==> config.mk <==
export PLATFORM = sky130hd
export DESIGN_NAME = pc_fetch_unit
export DESIGN_NICKNAME = d
export VERILOG_FILES = /design/src/rtl/rv32_fetch_pkg.sv /design/src/rtl/pc_next_sel.sv /design/src/rtl/pc_fetch_unit.sv
export SDC_FILE = /design/constraint.sdc
export NUM_CORES = 1
export LEC_CHECK = 0
export BUFFER_PORTS_ARGS = -buffer_cell sky130_fd_sc_hd__buf_2
export CAP_MARGIN = 20
export CORE_MARGIN = 8
export CORE_UTILIZATION = 51
export CTS_CLUSTER_DIAMETER = 40
export DETAILED_ROUTE_END_ITERATION = 6
export HOLD_SLACK_MARGIN = 0.1
export PLACE_DENSITY_LB_ADDON = 0.25
export SLEW_MARGIN = 25
export SYNTH_ARGS = -nofsm -noshare
export SYNTH_HDL_FRONTEND = slang
export SYNTH_HIERARCHICAL = 1
export SYNTH_SLANG_ARGS = --single-unit
==> constraint.sdc <==
create_clock -name clk -period 6.89 [get_ports clk]
set_clock_uncertainty 0.05 [all_clocks]
set_input_delay 2.067 -clock clk [delete_from_list [all_inputs] [get_ports clk]]
set_output_delay 2.067 -clock clk [all_outputs]
set_load 0.02 [all_outputs]
==> src/rtl/rv32_fetch_pkg.sv <==
// Shared types and constants for the RV32 fetch stage.
package rv32_fetch_pkg;

  localparam int unsigned XLEN        = 32;
  localparam int unsigned INSTR_BYTES = 4;

  typedef enum logic [1:0] {
    BOOT = 2'd0,
    RUN  = 2'd1,
    HALT = 2'd2
  } fetch_state_t;

endpackage

==> src/rtl/pc_next_sel.sv <==
// Next-PC priority mux with misaligned-redirect detection.
// Optional feature macro: PC_MISALIGN_TRAP_EN (misaligned redirect traps to TRAP_VECTOR);
// without it, redirect targets are forced to word alignment and misalign_o stays 0.
module pc_next_sel
  import rv32_fetch_pkg::*;
`ifdef PC_MISALIGN_TRAP_EN
#(
  parameter logic [XLEN-1:0] TRAP_VECTOR = 32'h0000_0100
)
`endif
(
  input  logic [XLEN-1:0] pc_i,
  input  logic [XLEN-1:0] pc_plus4_i,
  input  logic            halt_i,
  input  logic            stall_i,
  input  logic            jalr_i,
  input  logic [XLEN-1:0] jalr_target_i,
  input  logic            branch_taken_i,
  input  logic [XLEN-1:0] branch_target_i,
  output logic [XLEN-1:0] next_pc_o,
  output logic            misalign_o
);

  logic [XLEN-1:0] sel_target;

  // Priority: halt > stall (both freeze) > jalr > branch > sequential.
  always_comb begin
    sel_target = jalr_i ? (jalr_target_i & ~XLEN'(1)) : branch_target_i;
    next_pc_o  = pc_plus4_i;
    misalign_o = 1'b0;
    if (halt_i || stall_i) begin
      next_pc_o = pc_i;
    end else if (jalr_i || branch_taken_i) begin
`ifdef PC_MISALIGN_TRAP_EN
      if (sel_target[1:0] != 2'b00) begin
        next_pc_o  = TRAP_VECTOR;
        misalign_o = 1'b1;
      end else begin
        next_pc_o = sel_target;
      end
`else
      next_pc_o = sel_target & ~XLEN'(3);
`endif
    end
  end

endmodule

==> src/rtl/pc_fetch_unit.sv <==
// PC / fetch stage feeding the instruction ROM: PC register, BOOT/RUN/HALT
// run state, retired-fetch counter and misaligned-trap pulse.
// Optional feature macro: PC_MISALIGN_TRAP_EN.
module pc_fetch_unit
  import rv32_fetch_pkg::*;
#(
  parameter int unsigned ADDR_WIDTH  = 10,
  parameter logic [31:0] RESET_PC    = 32'h0000_0000,
  parameter logic [31:0] TRAP_VECTOR = 32'h0000_0100
) (
  input  logic                  clk,
  input  logic                  rst,
  input  logic                  stall_i,
  input  logic                  halt_i,
  input  logic                  branch_taken_i,
  input  logic [31:0]           branch_target_i,
  input  logic                  jalr_i,
  input  logic [31:0]           jalr_target_i,
  output logic [31:0]           pc_o,
  output logic [31:0]           pc_plus4_o,
  output logic [ADDR_WIDTH-1:0] read_address_o,
  output logic                  fetch_valid_o,
  output logic                  out_of_range_o,
  output logic                  halted_o,
  output logic                  misaligned_o,
  output logic [31:0]           retired_o
);

  // A trap vector must itself be a legal fetch address.
  if (TRAP_VECTOR[1:0] != 2'b00) begin : g_bad_trap_vector
    $error("pc_fetch_unit: TRAP_VECTOR must be word aligned");
  end

  fetch_state_t    state_q, state_d;
  logic [XLEN-1:0] pc_q, pc_d;
  logic [31:0]     retired_q, retired_d;
  logic            misaligned_q, misaligned_d;
  logic [XLEN-1:0] pc_plus4;
  logic [XLEN-1:0] sel_next_pc;
  logic            sel_misalign;

  assign pc_plus4 = pc_q + XLEN'(INSTR_BYTES);

`ifdef PC_MISALIGN_TRAP_EN
  pc_next_sel #(
    .TRAP_VECTOR(TRAP_VECTOR)
  ) u_next_sel (
`else
  pc_next_sel u_next_sel (
`endif
    .pc_i           (pc_q),
    .pc_plus4_i     (pc_plus4),
    .halt_i         (halt_i),
    .stall_i        (stall_i),
    .jalr_i         (jalr_i),
    .jalr_target_i  (jalr_target_i),
    .branch_taken_i (branch_taken_i),
    .branch_target_i(branch_target_i),
    .next_pc_o      (sel_next_pc),
    .misalign_o     (sel_misalign)
  );

  // Run-state transitions, PC update, retire count and trap pulse.
  always_comb begin
    state_d      = state_q;
    pc_d         = pc_q;
    retired_d    = retired_q;
    misaligned_d = 1'b0;
    unique case (state_q)
      BOOT: state_d = RUN;
      RUN: begin
        pc_d         = sel_next_pc;
        misaligned_d = sel_misalign;
        if (halt_i) begin
          state_d = HALT;
        end else if (!stall_i) begin
          retired_d = retired_q + 32'd1;
        end
      end
      HALT: state_d = HALT;
      default: state_d = BOOT;
    endcase
  end

  // State registers with synchronous reset.
  always_ff @(posedge clk) begin
    if (rst) begin
      state_q      <= BOOT;
      pc_q         <= RESET_PC;
      retired_q    <= '0;
      misaligned_q <= 1'b0;
    end else begin
      state_q      <= state_d;
      pc_q         <= pc_d;
      retired_q    <= retired_d;
      misaligned_q <= misaligned_d;
    end
  end

  assign pc_o           = pc_q;
  assign pc_plus4_o     = pc_plus4;
  assign read_address_o = pc_q[ADDR_WIDTH-1:0];
  assign out_of_range_o = |pc_q[31:ADDR_WIDTH];
  assign fetch_valid_o  = (state_q == RUN);
  assign halted_o       = (state_q == HALT);
  assign misaligned_o   = misaligned_q;
  assign retired_o      = retired_q;

endmodule

==> impl_metrics.tcl <==
set metrics [dict create \
    status "completed" \
    totalWireLength_mm 14.41 \
    drtIter0Drc 281 \
    final_common_cell "buf_2" \
    setup_viol 0 \
    ys_seq_elements 67 \
    rrSetupSlack_ps 3910 \
    power.switching_w 0.0003935 \
    reg2reg_to "retired_o[31]" \
    combPwrFrac 0.305 \
    grt_start_max_net_pins 70 \
    syn_inst 551 \
    worstSkewPairLatency_ps 340 \
    grt_pass1_wl_mm 23.21 \
    grt_pass1_vias 4614 \
    die_w_um 112.2 \
    postCtsSetupRepairBufs 0 \
    max-cap-violations 0 \
    reg2regPathDepth 7 \
    swShare 0.3514 \
    cts.sinks 67 \
    multi_input_area_sq_mm 0.003037 \
    synth_edf_count 0 \
    rows 35 \
    crit_chain "nand3_2 > nor4_1 > nand4_1 > xnor2_1 > buf_2" \
    syn2layout_area_growth_pct 20.53 \
    powerDensity_mw_per_mm2 196.7 \
    cp_max_fo 8 \
    ys_seq_area_frac 0.2840 \
    whs_ps 456.6 \
    critPathLaunchType "flip-flop" \
    worst_slack_ps 2149 \
    tritoncts "yes" \
    nets 763 \
    seqCellArea_sq_mm 0.001341 \
    io_buffers 175 \
    dp_hpwl_mm 10.12 \
    core-area_sq_mm 0.009109 \
    netlist_area_sq_mm 0.004723 \
    gp_congestion 0.8305 \
    synth_async_sr_flop_share 0 \
    p_clk_frac 0.306 \
    dp_slack_ps 2498 \
    grt_setup_unrepaired "false" \
    final_hold_viol_count 0 \
    p_int_w 0.0007262 \
    max_stage_delay_ps 830 \
    layout_common_cells "buf_2, dfxtp_1, mux2i_1" \
    tns_ps 0 \
    dr.pass1.iters 5 \
    clock_path_buffers 2 \
    cts.repair.resized 0 \
    track_usage 0.2186 \
    cp.buffers_inverters 1 \
    antenna_left 0 \
    slowest_stage "nor4_1" \
    critical_path_class "flip-flop to output pin" \
    syn_avg_cell_area_sq_um 8.572 \
    critPathLaunch "pc_o[13]" \
    ios 180 \
    cts-root-buf "clkbuf_8" \
    cts.htree.levels 3 \
    drive_above_1_share 0.3045 \
    wl_per_cell_um 17.92 \
    path_clk_slew_ps 90 \
    crit_arrival_ps 2620 \
    die_area_sq_mm 0.01260 \
    num_vias 4813 \
    worst_pin_slew_ps 977.7 \
    synth-warning-count 6 \
    fmax_ghz 0.2109 \
    hold_buffers 0 \
    initial_core_util 0.5185 \
    seqPwrFrac 0.389 \
    ys.flop_type "dfxtp_1" \
    r2r-start "state_q[1]" \
    cts_buffers 9 \
    endpoint "pc_plus4_o[31]" \
    slew_headroom 0.3482 \
    synth_nets 626 \
    power_leakage_nw 2.451 \
    grt_antenna_before_repair 0 \
    period_needed_ps 4741 \
    required_ps 4770 \
    holdCritPathClass "flip-flop to flip-flop" \
    grt_overflow 0 \
    slew_violations 0 \
    diodes 0 \
    fin_crit_sh 0.6881 \
    endpoint_kind "output pin" \
    crit_cells 5 \
    drc 0 \
    fill_cells 837 \
    die_h_um 112.2 \
    peakVddDrop_mv 0.1287 \
    cp_top_family "simple AND/OR/NAND/NOR gates" \
    yosysUniqueCellTypes 46 \
    via_per_inst 5.986 \
]
Yosys cell counts (7+ instances only):
cell type  instances  share of area
o211ai_1          30          0.048
o21ai_0           33          0.035
a21oi_1           19          0.020
xor2_1             9          0.017
nand3_1           23          0.024
inv_1             10         0.0079
xnor2_1           28          0.052
nand2_1           21          0.017
buf_4             13          0.021
clkbuf_1          24          0.019
or4_1             19          0.030
nand4_1           15          0.020
and4_1             7          0.013
mux2i_1           64           0.14
nor3_1             8         0.0085
or4bb_1           16          0.038
nand4bb_1         15          0.036
nor2_1            49          0.039
nor4_1            13          0.017
dfxtp_1           67           0.28
o31ai_1           15          0.024
worst min-delay path by stage:
stage	slack (ps)	from	endpoint	cells after the start
after floorplan	440	state_q[1]	state_q[1]	2
after global placement	420	retired_o[17]	retired_o[17]	2
after detailed placement	440	retired_o[17]	retired_o[17]	2
after CTS	460	retired_o[17]	retired_o[17]	2
after global routing	480	retired_o[29]	retired_o[29]	2
final	460	retired_o[17]	retired_o[17]	2
power groups by stage:
stage / registers [W] / logic [W] / clock network, W
final: 0.000436 / 0.000342 / 0.000342
after detailed placement: 0.000444 / 0.000341 / 0
after floorplan: 0.000454 / 0.000235 / 0
after global placement: 0.000442 / 0.000334 / 0
after global routing: 0.000440 / 0.000366 / 0.000367
after CTS: 0.000435 / 0.000343 / 0.000350
metrics by stage:
step / util / cell area (sq um) / power, W / cells
final: 0.6250 / 5693 / 0.001120 / 804
after global placement: 0.6003 / 5468 / 0.0007769 / 787
after global routing: 0.6250 / 5693 / 0.001173 / 804
after floorplan: - / 4723 / 0.0006892 / 551
after CTS: 0.6234 / 5678 / 0.001129 / 803
after detailed placement: 0.6003 / 5468 / 0.0007857 / 787
final cells by class:
| cell class | instances | share of cell area |
|---|---|---|
| Tap cell | 111 | 0.02440 |
| Multi-Input combinational cell | 419 | 0.5334 |
| Clock inverter | 6 | 0.01275 |
| Sequential cell | 67 | 0.2356 |
| Clock buffer | 10 | 0.02418 |
| Timing Repair Buffer | 181 | 0.1631 |
| Inverter | 10 | 0.006593 |
sequential cells by signal (all words and copies together), names as in the netlist:
name	cells
state_q	2
misaligned_o	1
retired_o	32
pc_o	32
worst register-to-register path, cell delays in order, from the launching register on:
cell and delay [ps]:
dfxtp_1 330, inv_1 80, ha_2 170, buf_4 520, nor3b_2 500, nand4_1 480, nor4_1 380, mux2_2 370
logic make-up (layout without fill, tap and decap cells):
group / count (synthesis) / after routing / share of synthesized area
AOI/OAI and AO/OA: 101 / 101 / 0.1343
buffers and inverters: 65 / 207 / 0.07364
other: 1 / 1 / 0.0007939
xor gates and xnor gates: 38 / 38 / 0.07206
and+or+nand+nor: 208 / 208 / 0.2816
muxes: 66 / 66 / 0.1404
adders and majority gates: 5 / 5 / 0.01325
DFF: 67 / 67 / 0.2840
metal layers:
metal,vias to the layer above,wire length (um),track usage
met5,-,0,0
met3,14,1100,0.05099
met1,2269,6307,0.2762
met2,199,6838,0.3633
met4,0,158,0.06025
li1,2331,-,-
Power figures use the tool's default switching activity.
